`config.mk`:
```
export PLATFORM = sky130hd
export DESIGN_NAME = alu_arbiter
export DESIGN_NICKNAME = d
export VERILOG_FILES = /design/src/rtl/alu_arbiter.sv
export SDC_FILE = /design/constraint.sdc
export NUM_CORES = 1
export LEC_CHECK = 0
export CAP_MARGIN = 5
export CORE_MARGIN = 2
export CORE_UTILIZATION = 25
export CTS_BUF_LIST = sky130_fd_sc_hd__clkbuf_4
export DETAILED_ROUTE_END_ITERATION = 12
export GPL_ROUTABILITY_DRIVEN = 0
export GPL_TIMING_DRIVEN = 0
export PLACE_DENSITY_LB_ADDON = 0.12
export SETUP_SLACK_MARGIN = 0.02
export SYNTH_ARGS = -nofsm -noshare
export SYNTH_HDL_FRONTEND = slang
export SYNTH_SLANG_ARGS = --single-unit
```
`constraint.sdc`:
```
create_clock -name clk -period 1.95 [get_ports clk]
set_clock_uncertainty 0.1 [all_clocks]
set_input_delay 0.4875 -clock clk [delete_from_list [all_inputs] [get_ports clk]]
set_output_delay 0.4875 -clock clk [all_outputs]
set_load 0.005 [all_outputs]
```
`src/rtl/alu_arbiter.sv`:
```
// Round-robin arbiter that shares one combinational ALU between two requesters.
// Operands are registered before the ALU. The result returns on a valid/ready response channel.
module alu_arbiter #(
    parameter int WIDTH = 16
) (
    input  logic             clk,
    input  logic             rst,
    input  logic             req0_valid,
    output logic             req0_ready,
    input  logic [1:0]       req0_op,
    input  logic [WIDTH-1:0] req0_a,
    input  logic [WIDTH-1:0] req0_b,
    input  logic             req1_valid,
    output logic             req1_ready,
    input  logic [1:0]       req1_op,
    input  logic [WIDTH-1:0] req1_a,
    input  logic [WIDTH-1:0] req1_b,
    output logic [1:0]       alu_op,
    output logic [WIDTH-1:0] alu_i0,
    output logic [WIDTH-1:0] alu_i1,
    input  logic [WIDTH-1:0] alu_o,
    input  logic             alu_cout,
    output logic             rsp_valid,
    input  logic             rsp_ready,
    output logic             rsp_id,
    output logic [WIDTH-1:0] rsp_data,
    output logic             rsp_cout,
    output logic             rsp_zero,
    output logic             busy
);

    // state | meaning
    // IDLE  | waiting for a request; grant is evaluated here only
    // EXEC  | operand registers drive the ALU; its result is captured at the end of the cycle
    // RESP  | response is held stable until the consumer takes it
    typedef enum logic [1:0] {IDLE, EXEC, RESP} state_t;

    state_t           state_q, state_d;
    logic             last_grant_q, last_grant_d;
    logic [1:0]       op_q, op_d;
    logic [WIDTH-1:0] a_q, a_d;
    logic [WIDTH-1:0] b_q, b_d;
    logic             id_q, id_d;
    logic             rsp_valid_q, rsp_valid_d;
    logic             rsp_id_q, rsp_id_d;
    logic [WIDTH-1:0] rsp_data_q, rsp_data_d;
    logic             rsp_cout_q, rsp_cout_d;
    logic             rsp_zero_q, rsp_zero_d;

    logic grant_vld;
    logic grant_id;

    always_comb begin
        grant_vld = 1'b0;
        grant_id  = 1'b0;
        if (state_q == IDLE) begin
            if (req0_valid && req1_valid) begin
                grant_vld = 1'b1;
                grant_id  = ~last_grant_q;
            end else if (req0_valid) begin
                grant_vld = 1'b1;
                grant_id  = 1'b0;
            end else if (req1_valid) begin
                grant_vld = 1'b1;
                grant_id  = 1'b1;
            end
        end
    end

    assign req0_ready = grant_vld && !grant_id;
    assign req1_ready = grant_vld && grant_id;

    always_comb begin
        state_d      = state_q;
        last_grant_d = last_grant_q;
        op_d         = op_q;
        a_d          = a_q;
        b_d          = b_q;
        id_d         = id_q;
        rsp_valid_d  = rsp_valid_q;
        rsp_id_d     = rsp_id_q;
        rsp_data_d   = rsp_data_q;
        rsp_cout_d   = rsp_cout_q;
        rsp_zero_d   = rsp_zero_q;
        case (state_q)
            IDLE: begin
                if (grant_vld) begin
                    op_d         = grant_id ? req1_op : req0_op;
                    a_d          = grant_id ? req1_a  : req0_a;
                    b_d          = grant_id ? req1_b  : req0_b;
                    id_d         = grant_id;
                    last_grant_d = grant_id;
                    state_d      = EXEC;
                end
            end
            EXEC: begin
                rsp_data_d  = alu_o;
                rsp_cout_d  = alu_cout;
                rsp_zero_d  = (alu_o == '0);
                rsp_id_d    = id_q;
                rsp_valid_d = 1'b1;
                state_d     = RESP;
            end
            RESP: begin
                if (rsp_ready) begin
                    rsp_valid_d = 1'b0;
                    state_d     = IDLE;
                end
            end
            default: state_d = IDLE;
        endcase
    end

    // last_grant resets to 1 so that requester 0 wins the first tie.
    always_ff @(posedge clk) begin
        if (rst) begin
            state_q      <= IDLE;
            last_grant_q <= 1'b1;
            op_q         <= '0;
            a_q          <= '0;
            b_q          <= '0;
            id_q         <= 1'b0;
            rsp_valid_q  <= 1'b0;
            rsp_id_q     <= 1'b0;
            rsp_data_q   <= '0;
            rsp_cout_q   <= 1'b0;
            rsp_zero_q   <= 1'b0;
        end else begin
            state_q      <= state_d;
            last_grant_q <= last_grant_d;
            op_q         <= op_d;
            a_q          <= a_d;
            b_q          <= b_d;
            id_q         <= id_d;
            rsp_valid_q  <= rsp_valid_d;
            rsp_id_q     <= rsp_id_d;
            rsp_data_q   <= rsp_data_d;
            rsp_cout_q   <= rsp_cout_d;
            rsp_zero_q   <= rsp_zero_d;
        end
    end

    assign alu_op    = op_q;
    assign alu_i0    = a_q;
    assign alu_i1    = b_q;
    assign rsp_valid = rsp_valid_q;
    assign rsp_id    = rsp_id_q;
    assign rsp_data  = rsp_data_q;
    assign rsp_cout  = rsp_cout_q;
    assign rsp_zero  = rsp_zero_q;
    assign busy      = (state_q != IDLE);

endmodule

```
# Yosys cells after proc, flatten, opt, wreduce, memory -nomap -nowiden
# Index checks and enable logic that the tools add are counted.
[word_totals] ff_bits=58 out_inout_bits=57 input_bits=90 word_cells=42
[classes] muxes=15 n_eq_ne=4 reduce_logical=11 bitwise=1
[ops] cell="$mux 16" n=2
[ops] cell="$logic_not 16->1" n=1
[ops] cell="$mux 1" n=8
[ops] cell="$mux 2" n=3
[ops] cell="$pmux 2 s3" n=1
[ops] cell="$reduce_and 2->1" n=3
[ops] cell="$ne 2x2->1 const B" n=2
[ops] cell="$reduce_bool 2->1" n=2
[ops] cell="$logic_and 1x1->1" n=3
[ops] cell="$eq 2x1->1 const B" n=1
[ops] cell="$eq 2x2->1 const B" n=1
[ops] cell="$logic_not 2->1" n=1
[ops] cell="$pmux 1 s2" n=1
[ops] cell="$logic_not 1->1" n=1
[ops] cell="$not 1->1" n=1

# Longest topological paths before layout
# Gate-level depths: netlist of run 1.
[depth] depth_word=6 depth_mapped=6

# Worst setup path after synthesis of run 1
# OpenSTA, ideal clock, no wires.
[synth_path] path_type="input port to output port" startpoint="in req1_valid" endpoint="out req1_ready" arrival_ns=1.111 t_required_ns=1.362 n_path_buf=1 path_stages=4 setup_slack_ns=0.251 cell_sequence="a21boi_2 buf_2 nand2_1 inv_1"
[synth_via] elab_chain_len=5 word_cells_on_any_way=9
[synth_lines] element="start: declaration" line="13" rtl="input logic req1_valid,"
[synth_lines] element="$mux 1" line="63" rtl="end else if (req1_valid) begin"
[synth_lines] element="$mux 1" line="60" rtl="end else if (req0_valid) begin"
[synth_lines] element="$mux 1" line="57" rtl="if (req0_valid && req1_valid) begin"
[synth_lines] element="$mux 1" line="56" rtl="if (state_q == IDLE) begin"
[synth_lines] element="$logic_and 1x1->1 (*)" line="71" rtl="assign req1_ready = grant_vld && grant_id;"
[synth_lines] element="end: declaration" line="14" rtl="output logic req1_ready,"
# Mark *: on every way between the ends. The rest lies on a longest branch, timed or not.

# Worst setup path in the final report of run 1
[layout_path] startpoint="reg state_q[1]" endpoint="out req0_ready"
[layout_via] elab_chain_len=4 word_cells_on_any_way=5
[layout_lines] element="start: declaration" line="38" rtl="state_t state_q, state_d;"
[layout_lines] element="start signal: assignment" line="129" rtl="state_q <= state_d;"
[layout_lines] element="$logic_not 2->1 (*)" line="56"
[layout_lines] element="$mux 1" line="56"
[layout_lines] element="$logic_not 1->1" line="70" rtl="assign req0_ready = grant_vld && !grant_id;"
[layout_lines] element="$logic_and 1x1->1 (*)" line="70"
[layout_lines] element="end: declaration" line="9" rtl="output logic req0_ready,"
# Marks and branches as above.

==> results of run 1 <==
tightest hold or removal path, delay by kind of cell, from the launching register on:
kind            cells  cell delay [ns]
simple gates        1             0.05
flops               1             0.32
compound gates      1             0.05
synth_stat cells, drive strengths merged:
library cell and number:
and3 1, nand2 37, or3b 1, nor4 3, a31oi 34, buf 18
a21oi 20, nand3b 3, clkbuf 13, nor2b 1, nand2b 2, nor2 4
o21ai 38, nor3 2, nor3b 1, a21boi 1, dfxtp 58, inv 2
nand3 70
power by group through the flow:
stage          clock, mW  sequential [mW]  combinational (mW)
2_1_floorplan          0             1.37               0.314
3_3_place_gp           0             1.36               0.811
3_5_place_dp           0             1.37               0.811
4_1_cts            0.831             1.34               0.872
5_1_grt            0.891             1.35               0.937
6_report           0.799             1.34               0.858
routing by layer:
layer | wire, um | up-vias | share of wire (%)
met4 | 99 | 0 | 1.1
li1 | - | 1448 | -
met2 | 4350 | 111 | 47
met1 | 3950 | 1366 | 43
met5 | 0 | - | 0
met3 | 816 | 8 | 8.8
how the worst max path moves through the flow:
stage / start / end / slack (ns) / cells after the start
5_1_grt: state_q[1] / req0_ready / -0.07 / 5
4_1_cts: state_q[0] / req0_ready / -0.001 / 5
3_3_place_gp: req1_valid / req1_ready / -1.11 / 6
6_report: state_q[1] / req0_ready / 0.02 / 5
2_1_floorplan: req1_valid / req1_ready / 0.25 / 4
3_5_place_dp: req1_valid / req1_ready / -1.07 / 6
through the flow:
step	cell area (sq um)	setup WS [ns]	util (%)	hold slack [ns]
after floorplan	2460	0.251	-	0.328
after global placement	4070	-1.11	42.3	0.335
after detailed placement	4070	-1.07	42.3	0.346
after CTS	4310	-0.00132	44.7	0.355
after global routing	4300	-0.0658	44.6	0.375
final	4300	0.0158	44.6	0.354
area by class of cell:
class                           count  area [sq um]
Clock inverter                      5          47.5
Multi-Input combinational cell    218          1140
Tap cell                          133           166
Clock buffer                        9          67.6
Inverter                            2          10.0
Sequential cell                    58          1170
Timing Repair Buffer              157          1540
Buffer                             29           158
Fill cell                         990          5340
logic make-up (layout without fill, tap and decap cells):
logic type	after synthesis	in the layout	synth area share, %
DFF	58	58	47.3
and+or+nand+nor	125	125	25.2
AOI/OAI and AO/OA	93	93	20.9
buffers and inverters	33	202	6.62
repair_timing:
action / 4_1_cts / 5_1_grt
endpoints found under the setup margin: 3 / 3
buffers inserted: 11 / 1
gates cloned: 0 / 0
pin swaps: 2 / 2
resized for setup: 34 / 5
state kept, by name, summed over array words and instances, names as in the netlist:
register / count
id_q: 1
rsp_cout: 1
last_grant_q: 1
alu_i1: 16
rsp_data: 16
alu_i0: 16
rsp_valid: 1
rsp_zero: 1
alu_op: 2
rsp_id: 1
state_q: 2
cell usage in the layout (no fill, tap or decap), types with 3 or more instances in the layout:
master                            netlist  final
sky130_fd_sc_hd__a21oi_1               20     20
sky130_fd_sc_hd__a31oi_1               34     34
sky130_fd_sc_hd__buf_2                 14     14
sky130_fd_sc_hd__buf_4                  1     10
sky130_fd_sc_hd__buf_6                  2      6
sky130_fd_sc_hd__clkbuf_1              11     11
sky130_fd_sc_hd__clkbuf_4               0      9
sky130_fd_sc_hd__clkdlybuf4s50_1        0    140
sky130_fd_sc_hd__dfxtp_1               58     55
sky130_fd_sc_hd__dfxtp_4                0      3
sky130_fd_sc_hd__nand2_1               37     36
sky130_fd_sc_hd__nand3_1               70     70
sky130_fd_sc_hd__nand3b_1               3      3
sky130_fd_sc_hd__nor4_1                 3      3
sky130_fd_sc_hd__o21ai_0               32     32
sky130_fd_sc_hd__o21ai_1                6      6
==> run summary, run 1 <==
The flow ran to the end, and the final reports show no timing, DRC or antenna violations. The met2 track demand over resource in global routing is 28.5%. Setup repair after global routing could not meet its margin everywhere. The worst reg-to-reg path cell count is 5. TritonCTS built the clock tree.

The min-delay analysis places its worst path in the category reg2reg. A synthesized cell averages 7.95 sq um. The total global routing overflow came out at 0.

The die width is 103 um. The CTS sink count is 58. The number of buffers created by CTS is 9. Adding up every negative setup slack in the final design gives 0 ns. The share of power burned in the clock network came out at 26.7%. The number of DRC markers after the initial detailed-route iteration came out at 102. The portion of the post-synthesis area used by sequential elements came out at 47.3%.

The area added between synthesis and finish is 75.1%. For hold timing, the worst endpoint is rsp_id. The static power due to leakage is 1.51 nW. The minimum clock period after layout is 1.93 ns. The number of standard-cell rows in the floorplan came out at 36. After synthesis the cells add up to 0.00246 sq mm.

The endpoint identified for the worst register-to-register timing path is alu_i0[11]. The via count of the first global-routing pass is 2961. The number of flip-flops and latches in the synthesized netlist is 58. The signal on the critical path passes through nor2_4, buf_6, buf_6, and3_1, buf_2.

The kind of cell with the highest combined delay on the critical path is flip-flops. The number of buffers added on ports is 145. The worst setup slack for register-to-register paths is 0.26 ns. The most utilized layer in the global route result is met2. The dominant cell type by count on the critical path is sky130_fd_sc_hd__buf_6.

The die area is 0.0106 sq mm. In this run the count of I/O pins placed on the die edge is 147. By area the synthesized netlist is led by sky130_fd_sc_hd__dfxtp_1 (47%), sky130_fd_sc_hd__nand3_1 (14%), sky130_fd_sc_hd__a31oi_1 (8.7%). The count of endpoints failing setup in the final report is 0.

In this run, the combinational gates consume 28.6% of the power. The layout cell share with drive strength beyond 1 came out at 11.7%. The die is 103 um tall. The hold buffer count at cts came out at 0. The launch point of the worst reg-to-reg path is state_q[1].

Summed over all nets, the half-perimeter wirelength after detailed placement is 6.42 mm. The buffers plus inverters on the worst setup path came out at 3. The later pin in the worst-skew pair is clocked with a latency of 0.38 ns. The data arrival at the endpoint of the critical path came out at 1.35 ns. The delay of the slowest cell on the worst path is 0.37 ns. The distinct cell type count of the synthesized netlist is 27.

The nature of the critical path startpoint is a register. The part of the cycle the worst path needs is 99.2%. The yosys synthesis warning count came out at 0. The CTS clock-pin slew for the worst setup and hold paths came out at 0.10 ns.

The worst-case headroom to the max-slew limit is 67.8%. The number of maximum-capacitance violations is 0. The measured slew at the worst slew-check pin came out at 0.484 ns.

The net switching share of the total power is 28.6%. The final number of hold-violating endpoints is 0. The first-pass GRT wire length came out at 14.1 mm. The pin count of the biggest net entering global routing is 18. The synthesized net count is 399.

The total area inside the core boundary comes to 0.00964 sq mm. The number of pins exceeding their max-slew limit in the final report came out at 0. The count of non-filler cells in the finished layout came out at 611. For this configuration, the core starts out at a cell density of 25.5%. The total number of nets in the final design came out at 565. The net switching power is 858 uW. The worst setup path is captured at an output pin. The tree is rooted in a sky130_fd_sc_hd__clkbuf_4. For this run, design rule violations remaining after detail routing come to 0.

The H-tree depth reported by CTS came out at 3. The fmax came out at 517 MHz. The final antenna-violating net count is 0. The global routing usage on met1 came out at 20.1%. The synthesized design devotes to its leading area cell type 47.3% of total area.

The maximum fanout count along the critical path came out at 3. The synthesized design spends more area on one cell type than any other, namely sky130_fd_sc_hd__dfxtp_1. The power density over cell area is 697 mW/mm^2. The peak supply drop is 254 uV. The hold-critical path depth is 2. The detailed-route wire length per cell is 15.1 um. In the synthesized netlist, the number of instances is 309. The internal power contribution came out at 2.14 mW. The worst setup path is of the reg2out kind. The initial antenna violation count is 0. Among all stages on the critical path, the largest delay is contributed by sky130_fd_sc_hd__dfxtp_4. The detailed-route via count came out at 2933. The met3 track demand over resource came out at 6.03%. The sum of internal, switching and leakage power is 3.00 mW.

The cell count after placement is 587. After detailed routing, the number of vias per cell comes to 4.80. The repair_antennas step left the layout with diodes totalling 0. The number of optimization iterations in the first detailed-route pass came out at 4. In this run, flip-flops and latches consume 44.7% of the power. Global routing consumed, over all layers together, 17.1% of the routing resources. The launch instance of the worst min-delay path is id_q. STA puts the critical path data required time at 1.36 ns.

The maximum buffer depth of the clock tree came out at 2. The final layout contains routed wiring with a total length of 9.22 mm.
Power figures use the tool's default switching activity.
==> inputs of run 2 (changes only) <==
--- a/config.mk
+++ b/config.mk
@@ -9,6 +9,7 @@
 export CORE_MARGIN = 2
 export CORE_UTILIZATION = 25
 export CTS_BUF_LIST = sky130_fd_sc_hd__clkbuf_4
+export CTS_CLUSTER_DIAMETER = 50
 export DETAILED_ROUTE_END_ITERATION = 12
 export GPL_ROUTABILITY_DRIVEN = 0
 export GPL_TIMING_DRIVEN = 0
==> results of run 2 <==
Same layout as run 1: the final DEF is identical, and so are final timing and power.
==> inputs of run 3 (changes only) <==
--- a/config.mk
+++ b/config.mk
@@ -6,7 +6,6 @@
 export NUM_CORES = 1
 export LEC_CHECK = 0
 export CAP_MARGIN = 5
-export CORE_MARGIN = 2
 export CORE_UTILIZATION = 25
 export CTS_BUF_LIST = sky130_fd_sc_hd__clkbuf_4
 export CTS_CLUSTER_DIAMETER = 50
==> run summary, run 3 (synthesis results as in run 1) <==
The critical path in this run is classified as in2out. The routed design has 8.87 mm of wire. The data arrival at the endpoint of the critical path is 1.29 ns. After routing the design area is 0.00439 sq mm. The first global-routing pass estimated 13.7 mm of wire. The die is 101 um wide. Cells with a size suffix above 1 make up 13.0% of the layout. In this run the static leakage power is 1.63 nW.

The worst register-to-register path begins at state_q[1]. Relative to the synthesized area, the layout overhead comes to 78.9%. The sum of internal, switching and leakage power is 3.45 mW. Setup repair after global routing could not meet its margin everywhere. The root buffer cell chosen for the clock tree is sky130_fd_sc_hd__clkbuf_4. The count of endpoints failing setup in the final report came out at 0. At the end of the flow the core is filled with cells to 46.9%. The maximum buffer depth of the clock tree is 2.

In this run the worst setup path begins at req0_valid. In the final routed layout, each cell accounts on average for 14.6 um. The hold buffer count at cts is 0. The worst register-to-register path has a depth of 5. CTS saw 58 sinks. The CTS clock-pin slew for the worst setup and hold paths is 0.11 ns.

The peak supply drop came out at 298 uV. The worst setup slack for register-to-register paths came out at 0.30 ns. The endpoint identified for the worst register-to-register timing path is alu_i0[5]. Counting I/O delays and the setup requirement, the final critical path takes 1.88 ns.

The DRC violation count after routing came out at 0. The HPWL after detailed placement is 6.16 mm. The die area came out at 0.0102 sq mm.

The kind of end point of the critical path is an output pin. The via count of the first global-routing pass came out at 2902. The total negative setup slack is 0 ns.

Pin placement for this block handled 147 I/O pins. The pin count of the biggest net entering global routing came out at 19. The post-detailed-route via-to-cell ratio came out at 4.79. The number of pins exceeding their max-slew limit in the final report came out at 0. The detailed-route via count came out at 2909. The final number of hold-violating endpoints was 0.

The worst path uses 96.4% of the clock period. The number of DRC markers after the initial detailed-route iteration came out at 101. The H-tree depth reported by CTS is 3. The fmax came out at 532 MHz. The initial utilization of the core area, before any placement, comes to 26.2%.

The maximum fanout count along the critical path came out at 4. The initial antenna violation count is 0. In this run the tightest slew margin relative to its limit is 65.0%. The capturing instance or port of the critical path is req1_ready. The number of antenna diodes came out at 0. The required time at the worst-slack endpoint is 1.36 ns. The run finished with clean final reports.

The total global-route track usage came out at 17.5%. The count of nets left with antenna violations once routing finished came out at 0. The number of maximum-capacitance violations is 0. The commonest non-fill, non-tap cell in the layout is sky130_fd_sc_hd__clkdlybuf4s50_1. The library cells used most frequently in the layout, excluding fill and tap cells, are sky130_fd_sc_hd__clkdlybuf4s50_1 (135), sky130_fd_sc_hd__nand3_1 (70), sky130_fd_sc_hd__dfxtp_1 (51). The number of optimization iterations in the first detailed-route pass came out at 5. The worst setup path is launched from a primary input. The area of the core is 0.00937 sq mm. The number of standard-cell rows in the floorplan came out at 35. The height of the die is 101 um. In this run the power density over the cells is 785 mW/mm^2. For the pin with the worst max-slew slack, the measured transition is 0.525 ns. The total global routing overflow came out at 0. At the end of the flow, the number of nets in the layout was 563. Buffers placed on the I/O ports in this run total 145. The number of buffers created by CTS is 9.

The clock reaches the later pin of the worst-skew pair after 0.41 ns. The class of the most critical hold timing path is reg2reg. The instance area after placement came out at 0.00407 sq mm. TritonCTS built the clock tree.
## run 3: cell types whose count changed in the layout (fill, tap and decap cells not counted), sizes merged
cell / previous run / this run
clkdlybuf4s50: 140 / 135
dlymetal6s2s: 0 / 5
bufinv: 1 / 4
clkinv: 4 / 2
buf: 31 / 30
## run 3: how the worst min path moves through the flow
stage	from	endpoint	slack [ns]	depth (start not counted)
after global routing	rsp_data[9]	rsp_data[9]	0.38	2
final	id_q	rsp_id	0.36	2
after detailed placement	id_q	rsp_id	0.34	2
after global placement	id_q	rsp_id	0.34	2
after CTS	id_q	rsp_id	0.36	2
after floorplan	id_q	rsp_id	0.33	2
## run 3: layout make-up
class / count / area [sq um]
plain buffers: 27 / 133
clock buffers: 10 / 75.1
clock inverters: 6 / 129
fillers: 987 / 4980
inverters: 2 / 10.0
multi-input cells: 218 / 1150
flip-flops and latches: 58 / 1180
well taps: 129 / 161
repair buffers: 157 / 1550
## run 3: per-stage QoR
step                hold slack, ns  worst slack [ns]  cells
floorplan                    0.328             0.251    309
global placement             0.336             -1.07    583
detailed placement           0.340             -1.07    583
CTS                          0.356           -0.0190    609
global route                 0.377          -0.00731    607
finish                       0.356            0.0702    607
## run 3: power breakdown
part	internal, mW	switching, mW
Sequential	1.29	0.0512
Combinational	0.482	0.367
Clock	0.787	0.473
## run 3: timing repair
action,in CTS,in global routing
setup endpoints to repair,3,11
pin swaps,2,2
setup buffers,11,1
resized for setup,34,16
## run 3: worst max-delay path, stage by stage
cell,delay (ns)
sky130_fd_sc_hd__clkdlybuf4s15_1,0.26
sky130_fd_sc_hd__a21boi_4,0.21
sky130_fd_sc_hd__buf_6,0.12
sky130_fd_sc_hd__nand2_2,0.06
sky130_fd_sc_hd__inv_1,0.04
sky130_fd_sc_hd__buf_2,0.11
## run 3: per-layer routing
metal	GRT usage (%)	vias to the layer above	wire, um
met5	0	-	0
met4	7.13	0	153
met3	6.66	13	764
met2	27.8	117	4030
met1	21.4	1337	3920
li1	-	1442	-
